--- src/rtl/fetch_queue.sv ---
// Fetch queue between IF and ID: circular FIFO of {pc, inst} with flush and occupancy count.
// Optional same-cycle empty-queue forwarding enabled by defining FETCH_QUEUE_BYPASS_EN.
module fetch_queue #(
    parameter int unsigned DEPTH = 4
) (
    input  logic                     clk,
    input  logic                     rst,
    input  logic                     push_valid,
    input  logic [31:0]              push_pc,
    input  logic [31:0]              push_inst,
    output logic                     push_ready,
    output logic                     pop_valid,
    output logic [31:0]              pop_pc,
    output logic [31:0]              pop_inst,
    input  logic                     pop_ready,
    input  logic                     flush,
    output logic [$clog2(DEPTH):0]   count
);

    localparam int unsigned PTR_W = $clog2(DEPTH);
    localparam int unsigned CNT_W = PTR_W + 1;
    localparam logic [CNT_W-1:0] FULL_CNT = CNT_W'(DEPTH);

    logic [PTR_W-1:0] wr_ptr_q, wr_ptr_d;
    logic [PTR_W-1:0] rd_ptr_q, rd_ptr_d;
    logic [CNT_W-1:0] count_q, count_d;

    logic [31:0] pc_mem   [DEPTH];
    logic [31:0] inst_mem [DEPTH];

    logic stored_valid_c;
    logic bypass_c;
    logic push_fire_c;
    logic pop_fire_c;

    assign stored_valid_c = (count_q != '0) && !flush;

`ifdef FETCH_QUEUE_BYPASS_EN
    // Empty queue with a consumer ready: hand the fetched word straight through, never stored.
    assign bypass_c = (count_q == '0) && push_valid && pop_ready && !flush;
`else
    assign bypass_c = 1'b0;
`endif

    assign push_ready  = (count_q != FULL_CNT) && !flush;
    assign pop_valid   = stored_valid_c || bypass_c;
    assign push_fire_c = push_valid && push_ready && !bypass_c;
    assign pop_fire_c  = stored_valid_c && pop_ready;
    assign count       = count_q;

    // Head entry to ID; zero (NOP) whenever nothing is valid.
    always_comb begin
        pop_pc   = '0;
        pop_inst = '0;
`ifdef FETCH_QUEUE_BYPASS_EN
        if (bypass_c) begin
            pop_pc   = push_pc;
            pop_inst = push_inst;
        end else if (stored_valid_c) begin
            pop_pc   = pc_mem[rd_ptr_q];
            pop_inst = inst_mem[rd_ptr_q];
        end
`else
        if (stored_valid_c) begin
            pop_pc   = pc_mem[rd_ptr_q];
            pop_inst = inst_mem[rd_ptr_q];
        end
`endif
    end

    // Pointer and occupancy update; flush wins over any handshake in the same cycle.
    always_comb begin
        wr_ptr_d = wr_ptr_q;
        rd_ptr_d = rd_ptr_q;
        count_d  = count_q;
        if (flush) begin
            wr_ptr_d = '0;
            rd_ptr_d = '0;
            count_d  = '0;
        end else begin
            if (push_fire_c) begin
                wr_ptr_d = wr_ptr_q + PTR_W'(1);
            end
            if (pop_fire_c) begin
                rd_ptr_d = rd_ptr_q + PTR_W'(1);
            end
            case ({push_fire_c, pop_fire_c})
                2'b10:   count_d = count_q + CNT_W'(1);
                2'b01:   count_d = count_q - CNT_W'(1);
                default: count_d = count_q;
            endcase
        end
    end

    always_ff @(posedge clk or posedge rst) begin
        if (rst) begin
            wr_ptr_q <= '0;
            rd_ptr_q <= '0;
            count_q  <= '0;
        end else begin
            wr_ptr_q <= wr_ptr_d;
            rd_ptr_q <= rd_ptr_d;
            count_q  <= count_d;
        end
    end

    // Storage is not reset; occupancy alone decides what is valid.
    always_ff @(posedge clk) begin
        if (push_fire_c) begin
            pc_mem[wr_ptr_q]   <= push_pc;
            inst_mem[wr_ptr_q] <= push_inst;
        end
    end

endmodule

--- config.mk ---
export PLATFORM = sky130hd
export DESIGN_NAME = fetch_queue
export DESIGN_NICKNAME = d
export VERILOG_FILES = /design/src/rtl/fetch_queue.sv
export SDC_FILE = /design/constraint.sdc
export NUM_CORES = 1
export LEC_CHECK = 0
export ABC_AREA = 1
export CAP_MARGIN = 20
export CORE_AREA = 2 2 141 143
export DETAILED_ROUTE_END_ITERATION = 16
export DIE_AREA = 0 0 143 145
export HOLD_SLACK_MARGIN = 0.03
export MAX_ROUTING_LAYER = met4
export PLACE_DENSITY = 0.85
export SYNTH_ARGS = -nofsm -noshare
export SYNTH_HDL_FRONTEND = slang
export SYNTH_SLANG_ARGS = --single-unit
--- constraint.sdc ---
create_clock -name clk -period 5.1 [get_ports clk]
set_input_delay 1.02 -clock clk [delete_from_list [all_inputs] [get_ports clk]]
set_output_delay 1.02 -clock clk [all_outputs]
set_load 0.02 [all_outputs]
# Word level (Yosys, flattened, before mapping)
# Memories as Yosys holds them, arrays and structs flattened.
# Index checks and enable logic that the tools add are counted.
# totals
reg_bits	7
mem_bits_rw	256
input_bits	69
out_inout_bits	69
word_cells	31
n_memories	2
# classes
addsub	4
n_eq_ne	3
n_mux	10
n_reduce_logical	9
# memory_table
name	words	width	rd	rd_ports_with_merged_regs	write_ports	line	source
inst_mem	4	32	1	0	1	29	logic [31:0] inst_mem [DEPTH];
pc_mem	4	32	1	0	1	28	logic [31:0] pc_mem [DEPTH];
# op_table
op	count
$mux W32	2
$mux W2	4
$pmux W3 S2	1
$reduce_bool A3 Y1	2
$add A2 B1 Y2 const B	2
$logic_and A1 B1 Y1	4
$reduce_bool A2 Y1	2
$add A3 B1 Y3 const B	1
$mux W3	1
$ne A3 B3 Y1 const B	1
$sub A3 B1 Y3 const B	1
$eq A2 B1 Y1 const B	1
$eq A2 B2 Y1 const B	1
$mux W1	2
$logic_not A1 Y1	1

# Depth between registers and ports, before layout
# Gate-level depths: netlist of run 1.
# logic_depth
depth_word	6
mapped_depth	13
ltp_nobuf	13

# Worst setup path before layout of run 1
# Ideal clock, no wire load.
# synth_timing
kind	input to register
startpoint	in flush
endpoint	mem inst_mem[0][0] (enable)
setup_time_ns	0.487
arrival_time_ns	3.987
required_time_ns	4.613
setup_slack_ns	0.626
stages	3
path_buffers	0
path_cell_list	inv_2 nand3_2 nor2_1
# synth_between
elab_chain_cells	5
# synth_rtl
element	line	source
from (decl)	16	input logic flush,
$logic_not A1 Y1	45	assign push_ready = (count_q != FULL_CNT) && !flush;
$logic_and A1 B1 Y1	45	
$logic_and A1 B1 Y1	47	assign push_fire_c = push_valid && push_ready && !bypass_c;
$mux W1	109	if (push_fire_c) begin
$mux W1 (implied by the code)	111	inst_mem[wr_ptr_q] <= push_inst;
to (decl)	29	
# No other way between the ends.

# Worst setup path in the final report of run 1
# layout_timing
startpoint	reg rd_ptr_q[0]
endpoint	out pop_pc[0]
# layout_between
elab_chain_cells	2
# layout_rtl
element	line	source
from (decl)	25	logic [PTR_W-1:0] rd_ptr_q, rd_ptr_d;
from (signal assigned)	102	rd_ptr_q <= rd_ptr_d;
$mem_v2 Z4 W32	n/a	
$mux W32	64	if (stored_valid_c) begin
to (decl)	13	output logic [31:0] pop_pc,
# No other way between the ends.

==> summary.md, run 1 <==
| Metric | Value |
|---|---|
| First-pass GRT wire length | approximately 34 mm |
| Switching pwr | 1.88 mW |
| Flops & latches, synth | 263 |
| Synth cell count leaders | 261 x nor2_1, 256 x edfxtp_1, 130 x o21ai_0 |
| Routed vias | roughly 6600 |
| Mapped Cells | 819 |
| Worst-case clock buffer depth | 3 |
| Clock power share | 30.2% |
| Max-slew violations | 0 |
| Filler cells | 1336 |
| Top-level port count | between 100 and 150 |
| Count of warnings emitted by yosys | 0 |
| Logic pwr share | approximately 27% |
| Layout area overhead | 22.9% |
| Num rows | 51 |
| Root buffer cell | clkbuf_16 |
| TritonCTS clock tree | yes |
| Final Hold Fails | 0 |
| Critical path arrival | approximately 3.4 ns |
| Most common cell in the netlist | nor2_1 |
| Number of global-route vias before repair | 6580 |
| Max-cap violation count | 0 |
| H-tree depth | 1 |
| Worst skew pair latency | 0.52 ns |
| Routability cong. | 0.868 |
| Post-synthesis cell area | between 10000 and 15000 sq um |
| Max Fanout on Critical Path | 102 |
| WL final | 21.3 mm |
| Switching Fraction | 30.6% |
| Clk_skew | 0.0111 ns |
| Synth Area in Simple Gates | 10.8% |
| Drt initial violations | ~470 |
| Largest net degree at the start of global routing | 103 |
| Via density per instance | 5.32 |
| Nets | 1024 |
| Setup-failing EPs final | 0 |
| Post-synthesis compound-gate area fraction | 9.49% |
| Yosys cell types | 23 |
| Clk slew on worst S/H paths | 0.06 ns |
| Crit path time final | 4.38 ns |
| Worst hold path type | reg2reg |
| Seq pwr share | 42.4% |
| DRT Pass-1 Iters | 5 |
| Status | completed |
| DIE HEIGHT | between 100 and 150 um |
| Share of post-route cells with drive strength above 1 | under 10% |
| Kind of critical path | reg2out |
| DR DRC count | 0 |
| Area of the die | ~21000 sq um |
| Core area | 19200 sq um |
| Leakage | 4.34 nW |
| Avg WL per Cell | 17.3 um |
| Initial Util | 54.2% |
| Startpoint Class | flip-flop |
| Global route overflow | 0 |
| Cts hold-fix bufs | 0 |
| Post-cts resize count | 0 |
| Setup_tns | 0 ns |
| Adder-cell share of the synthesized area | less than 1% |
| CTS sink cnt | 263 |
| Chip width | 143 um |
| Worst IR Drop VDD | approximately 0.33 mV |
| Finished Core Util | between 60% and 70% |
| Diode count | 0 |
| Period utilisation layout | roughly 86% |
| Post-synth EDFFs | ~260 |
| Top-area cell type share of the netlist area | 73.8% |
| Synth Net Count | between 800 and 900 |
| All-Layer GR Usage | a little over a fifth |
| Hold path depth | 1 |
| Register-to-Register Path Depth | 14 |
| P per Cell Area | 479 nW/um^2 |
| Mux cell area share after synthesis | 0% |
| DRT antenna net count | 0 |
| Setup Buffers After CTS | 0 |
| Seq/Total Area, Yosys | 75.5% |
| Dominant cells by area after synthesis | edfxtp_1 74%, nor2_1 9.4%, o21ai_0 6.2% |
| Syn_area_per_cell | 12.7 sq um |
| Worst Max-Slew Pin Slew | 1.09 ns |
| Final HPWL DP | between 10 and 15 mm |
| Highest clock rate | 228 MHz |
| Worst slew margin | around 27% |
| Post-synth top flop | edfxtp_1 |
| Req. time, crit path | 4.08 ns |
| Post-synthesis xor/xnor area fraction | less than 1% |
| P_int | roughly 4.3 mW |
| CP Capture Type | output port |
| Number of antenna violations at the first check in global routing | 0 |
| RSZ-0062 raised after global routing | false |
| PortBufs | 137 |
| TritonCTS Buffers | 26 |
| Area leader, netlist | edfxtp_1 |
| Synth async-reset ratio | between 2 and 3% |
| Largest family of logic cells by synthesized area | simple AND/OR/NAND/NOR gates |
[metal layers]
| layer | wire length (um) | share of wire [%] | vias up | track usage [%] |
|---|---|---|---|---|
| li1 | - | - | 3149 | - |
| met1 | 8260 | 39 | 3137 | 26.1 |
| met2 | 11400 | 53 | 232 | 37.3 |
| met3 | 1200 | 5.6 | 41 | 2.84 |
| met4 | 505 | 2.4 | 0 | 6.68 |
| met5 | 0 | 0 | - | - |
[cell families (layout without fill, tap and decap cells)]
| family | count (synthesis) | count (layout) |
|---|---|---|
| xor+xnor | 1 | 1 |
| simple gates | 290 | 290 |
| buf+inv | 63 | 213 |
| compound gates | 197 | 197 |
| flops | 263 | 263 |
| fa+ha+maj | 5 | 5 |
[cell type report]
class	count	area (sq um)	area share, %
timing repair buffer	151	1480	11.5
multi-input combinational	493	2220	17.4
clock buffer	34	702	5.48
sequential	263	7870	61.5
inverter	15	57.6	0.450
clock inverter	13	139	1.09
tap	265	332	2.59
[power by group through the flow]
stage               clock network (mW)  registers, mW  logic [mW]
floorplan                            0           2.63        1.11
global placement                     0           2.64        1.65
detailed placement                   0           2.65        1.68
CTS                               1.88           2.60        1.69
global route                      1.99           2.62        1.85
finish                            1.85           2.60        1.68
[path summary, 6_finish.rpt]
path / from / to / slack, ns
max: rd_ptr_q[0]$_DFFE_PP0P_ / pop_pc[0] / 0.72
max reg2reg: count[0]$_DFFE_PP0P_ / count[2]$_DFFE_PP0P_ / 2.79
min reg2reg: wr_ptr_q[0]$_DFFE_PP0P_ / wr_ptr_q[0]$_DFFE_PP0P_ / 0.58
min: wr_ptr_q[0]$_DFFE_PP0P_ / wr_ptr_q[0]$_DFFE_PP0P_ / 0.58
max in group asynchronous: rst / rd_ptr_q[0]$_DFFE_PP0P_ / 4.12
min in group asynchronous: rst / count[0]$_DFFE_PP0P_ / 0.74
[state kept, by name, indices dropped and copies added, names as in the netlist]
register and cells:
count 3, inst_mem 128, pc_mem 128, rd_ptr_q 2, wr_ptr_q 2
[worst max-delay path: stages, from the launching register on]
cell and delay (ns):
dfrtp_4 0.62, buf_4 0.83, nor2_1 0.13, nor2_1 0.12, o21ai_0 0.11, a21oi_1 0.25
clkdlybuf4s50_1 0.65
[cell usage in the layout (no fill, tap or decap)]
cell type        instances
clkinv_1                 4
nand3_1                  8
clkinv_2                 6
dfrtp_1                  5
clkinv_4                 1
clkbuf_16               27
bufinv_16                3
nor2_1                 257
nor2_2                   1
nand2_2                  5
buf_4                   14
inv_2                    3
o21ai_0                130
a21oi_1                 65
ha_1                     4
clkdlybuf4s50_1        137
dfrtp_2                  1
nor2_4                   5
dfrtp_4                  1
fa_1                     1
o31ai_1                  1
inv_1                   11
o21ai_1                  1
clkbuf_1                 7
xnor2_1                  1
nand2_1                 13
edfxtp_1               256
nand3_2                  1
[metrics by stage]
step | area (sq um) | instances | setup slack (ns) | hold WS, ns | power (mW)
floorplan | 10400 | 819 | 0.626 | 0.515 | 3.74
global placement | 12000 | 1187 | 1.23 | 0.549 | 4.29
detailed placement | 12000 | 1187 | 1.21 | 0.563 | 4.33
CTS | 12800 | 1234 | 0.756 | 0.571 | 6.18
global route | 12800 | 1234 | 0.514 | 0.661 | 6.45
finish | 12800 | 1234 | 0.720 | 0.582 | 6.13
Power figures use the tool's default switching activity.
==> run 2: changes to the inputs <==
--- a/config.mk
+++ b/config.mk
@@ -12,7 +12,7 @@
 export DIE_AREA = 0 0 143 145
 export HOLD_SLACK_MARGIN = 0.03
 export MAX_ROUTING_LAYER = met4
-export PLACE_DENSITY = 0.85
+export PLACE_DENSITY = 0.79
 export SYNTH_ARGS = -nofsm -noshare
 export SYNTH_HDL_FRONTEND = slang
 export SYNTH_SLANG_ARGS = --single-unit
==> run 2 against run 1 <==
Against the previous run: maximum frequency rose by 8.1%; setup slack better by 0.33 ns; count of clock-buffer cells in the layout is 2 lower; worst hold slack worse by 0.017 ns; sequential share of layout area about the same; via count grew 1.9%; critical path depth is the same; wire length grew 4.9%; non-clock buffer count is 1 lower; design area hardly changed; critical path type is now in2out; largest power group unchanged; highest routed layer unchanged.
==> summary.md, run 2 (synthesis gave the netlist of run 1 again) <==
| Metric | Value |
|---|---|
| Status | completed |
| Avg WL per Cell | 18.1 um (+4.9%) |
| Cts hold-fix bufs | 0 (unchanged) |
| Commonest non-fill, non-tap cell in the layout | nor2_1 |
| Root buffer cell | clkbuf_16 |
| Global route overflow | 0 (unchanged) |
| Area occupied by multi-input gates | 2220 sq um (unchanged) |
| Leakage | 4.33 nW (-0.34%) |
| Layout area overhead | 22.8% (about the same) |
| Filler cells | 1360 (+1.8%) |
| Nets | 1023 (-0.098%) |
| Startpoint Class | primary input |
| Worst-case clock buffer depth | 3 (unchanged) |
| Routed length on met3 | 1.46 mm (+21%) |
| RSZ-0062 raised after global routing | false |
| Crit path time final | 4.05 ns (-0.328 ns) |
| Largest net degree at the start of global routing | 129 (+25%) |
| DIE HEIGHT | 145 um (unchanged) |
| Metal-1 WL | 9.15 mm (+11%) |
| Final HPWL DP | 12.3 mm (-0.80%) |
| Flop2flop setup slack | 2.62 ns (-0.17 ns) |
| DR top layer | met4 |
| Share of post-route cells with drive strength above 1 | 6.50% (-0.52 points) |
| Setup_tns | 0 ns (unchanged) |
| Clk slew on worst S/H paths | 0.06 ns (about the same) |
| CTS sink cnt | 263 (unchanged) |
| Setup-failing EPs final | 0 (unchanged) |
| Setup Buffers After CTS | 0 (unchanged) |
| Dpl cells | 1186 (-0.084%) |
| Worst Max-Slew Pin Slew | 0.992 ns (-0.102 ns) |
| Critical path arrival | 3.03 ns (-0.33 ns) |
| Kind of critical path | in2out |
| P per Cell Area | 480 nW/um^2 (+0.15%) |
| Setup WS pre-CTS | 1.05 ns (-0.160 ns) |
| Commonest non-fill, non-tap cells in the layout | 257 x nor2_1, 256 x edfxtp_1, 137 x clkdlybuf4s50_1 |
| WL final | 22.4 mm (+4.9%) |
| Via density per instance | 5.42 (+1.9%) |
| R2r endpoint | count[2]$_DFFE_PP0P_ |
| TritonCTS clock tree | yes |
| Req. time, crit path | 4.08 ns (about the same) |
| Period utilisation layout | 79.4% (-6.4 points) |
| Final Hold Fails | 0 (unchanged) |
| Num rows | 51 (unchanged) |
| DR DRC count | 0 (unchanged) |
| Max-slew violations | 0 (unchanged) |
| Reg-to-reg startpoint | count[0]$_DFFE_PP0P_ |
| Chip width | 143 um (unchanged) |
| Hold path depth | 1 (unchanged) |
| Core area | 19200 sq um (unchanged) |
| DRT Pass-1 Iters | 5 (unchanged) |
| PortBufs | 137 (unchanged) |
| Worst skew pair latency | 0.52 ns (about the same) |
| TritonCTS Buffers | 26 (unchanged) |
| Hold path startpoint | wr_ptr_q[0]$_DFFE_PP0P_ |
| Diode count | 0 (unchanged) |
| WL met2 | 11.2 mm (-1.2%) |
| Register-to-Register Path Depth | 14 (unchanged) |
| All-Layer GR Usage | 22.2% (+0.73 points) |
| Worst Slack Setup Final | 1.05 ns (+0.328 ns) |
| Max-cap violation count | 0 (unchanged) |
| Number of antenna violations at the first check in global routing | 0 (unchanged) |
| Routed vias | 6683 (+1.9%) |
| FF+latch area | 7870 sq um (unchanged) |
| Post-cts resize count | 0 (unchanged) |
| Routability cong. | 0.778 (-10%) |
| CP Capture Type | output port |
| Number of global-route vias before repair | 6522 (-0.88%) |
| Initial Util | 54.2% (unchanged) |
| First-pass GRT wire length | 34.8 mm (+3.1%) |
| Top-level port count | 138 (unchanged) |
| H-tree depth | 1 (unchanged) |
| WHS Endpoint | wr_ptr_q[0]$_DFFE_PP0P_ |
| DRT antenna net count | 0 (unchanged) |
| Worst IR Drop VDD | 0.343 mV (+4.3%) |
| Worst slew margin | 33.9% (+6.8 points) |
| Highest clock rate | 247 MHz (+8.1%) |
| Clk_skew | 0.0112 ns (+0.0000486 ns) |
| Worst hold path type | reg2reg |
| Drt initial violations | 605 (+29%) |
| Max Fanout on Critical Path | 15 (-85%) |
| Area of the die | 20700 sq um (unchanged) |
| Non-Filler Instances | 1234 (unchanged) |
-- run 2: cell count changes in the layout (fill, tap and decap cells not counted), sizes merged --
cell	delta
buf	-1
clkinv	+4
clkbuf	-2
bufinv	-1
-- run 2: layout make-up --
| type | count | share of cell area [%] |
|---|---|---|
| sequential | 263 | 61.5 |
| tap | 265 | 2.59 |
| inverter | 15 | 0.450 |
| clock inverter | 16 | 0.939 |
| clock buffer | 32 | 5.43 |
| timing repair buffer | 150 | 11.7 |
| multi-input combinational | 493 | 17.4 |
-- run 2: per-stage QoR --
| stage | power [mW] | utilization [%] | instance area, sq um | hold WS (ns) |
|---|---|---|---|---|
| 3_5_place_dp | 4.37 | 62.3 | 12000 | 0.564 |
| 6_report | 6.14 | 66.6 | 12800 | 0.565 |
| 5_1_grt | 6.42 | 66.6 | 12800 | 0.601 |
| 3_3_place_gp | 4.34 | 62.3 | 12000 | 0.552 |
| 2_1_floorplan | 3.74 | - | 10400 | 0.515 |
| 4_1_cts | 6.18 | 66.6 | 12800 | 0.573 |
-- run 2: per-layer routing --
metal / GRT usage [%] / vias to the layer above
met1: 29.7 / 3220
met3: 3.14 / 39
met2: 36.0 / 268
met4: 6.29 / 0
met5: - / -
li1: - / 3156
-- run 2: worst max path at each step --
stage / to / slack [ns] / startpoint / cells after the start
floorplan: inst_mem[0][0]$_DFFE_PP_ / 0.63 / flush / 3
global placement: pop_inst[25] / 1.07 / flush / 6
detailed placement: pop_inst[25] / 1.05 / flush / 6
CTS: pop_inst[25] / 1.04 / flush / 6
global route: pop_inst[0] / 0.90 / rd_ptr_q[0]$_DFFE_PP0P_ / 5
finish: pop_inst[25] / 1.05 / flush / 6
-- run 2: worst max-delay path, cell delays in order --
cell and delay, ns:
clkdlybuf4s50_1 0.45, inv_2 0.14, nand2_2 0.25, buf_4 0.30, a21oi_1 0.21, clkdlybuf4s50_1 0.64
-- run 2: power by group --
part	switching, mW	leakage, nW	total (mW)	internal (mW)
clock network	0.752	0.396	1.81	1.06
registers	0.0489	2.41	2.58	2.53
logic	1.12	1.52	1.75	0.627
total	1.92	4.33	6.14	4.22
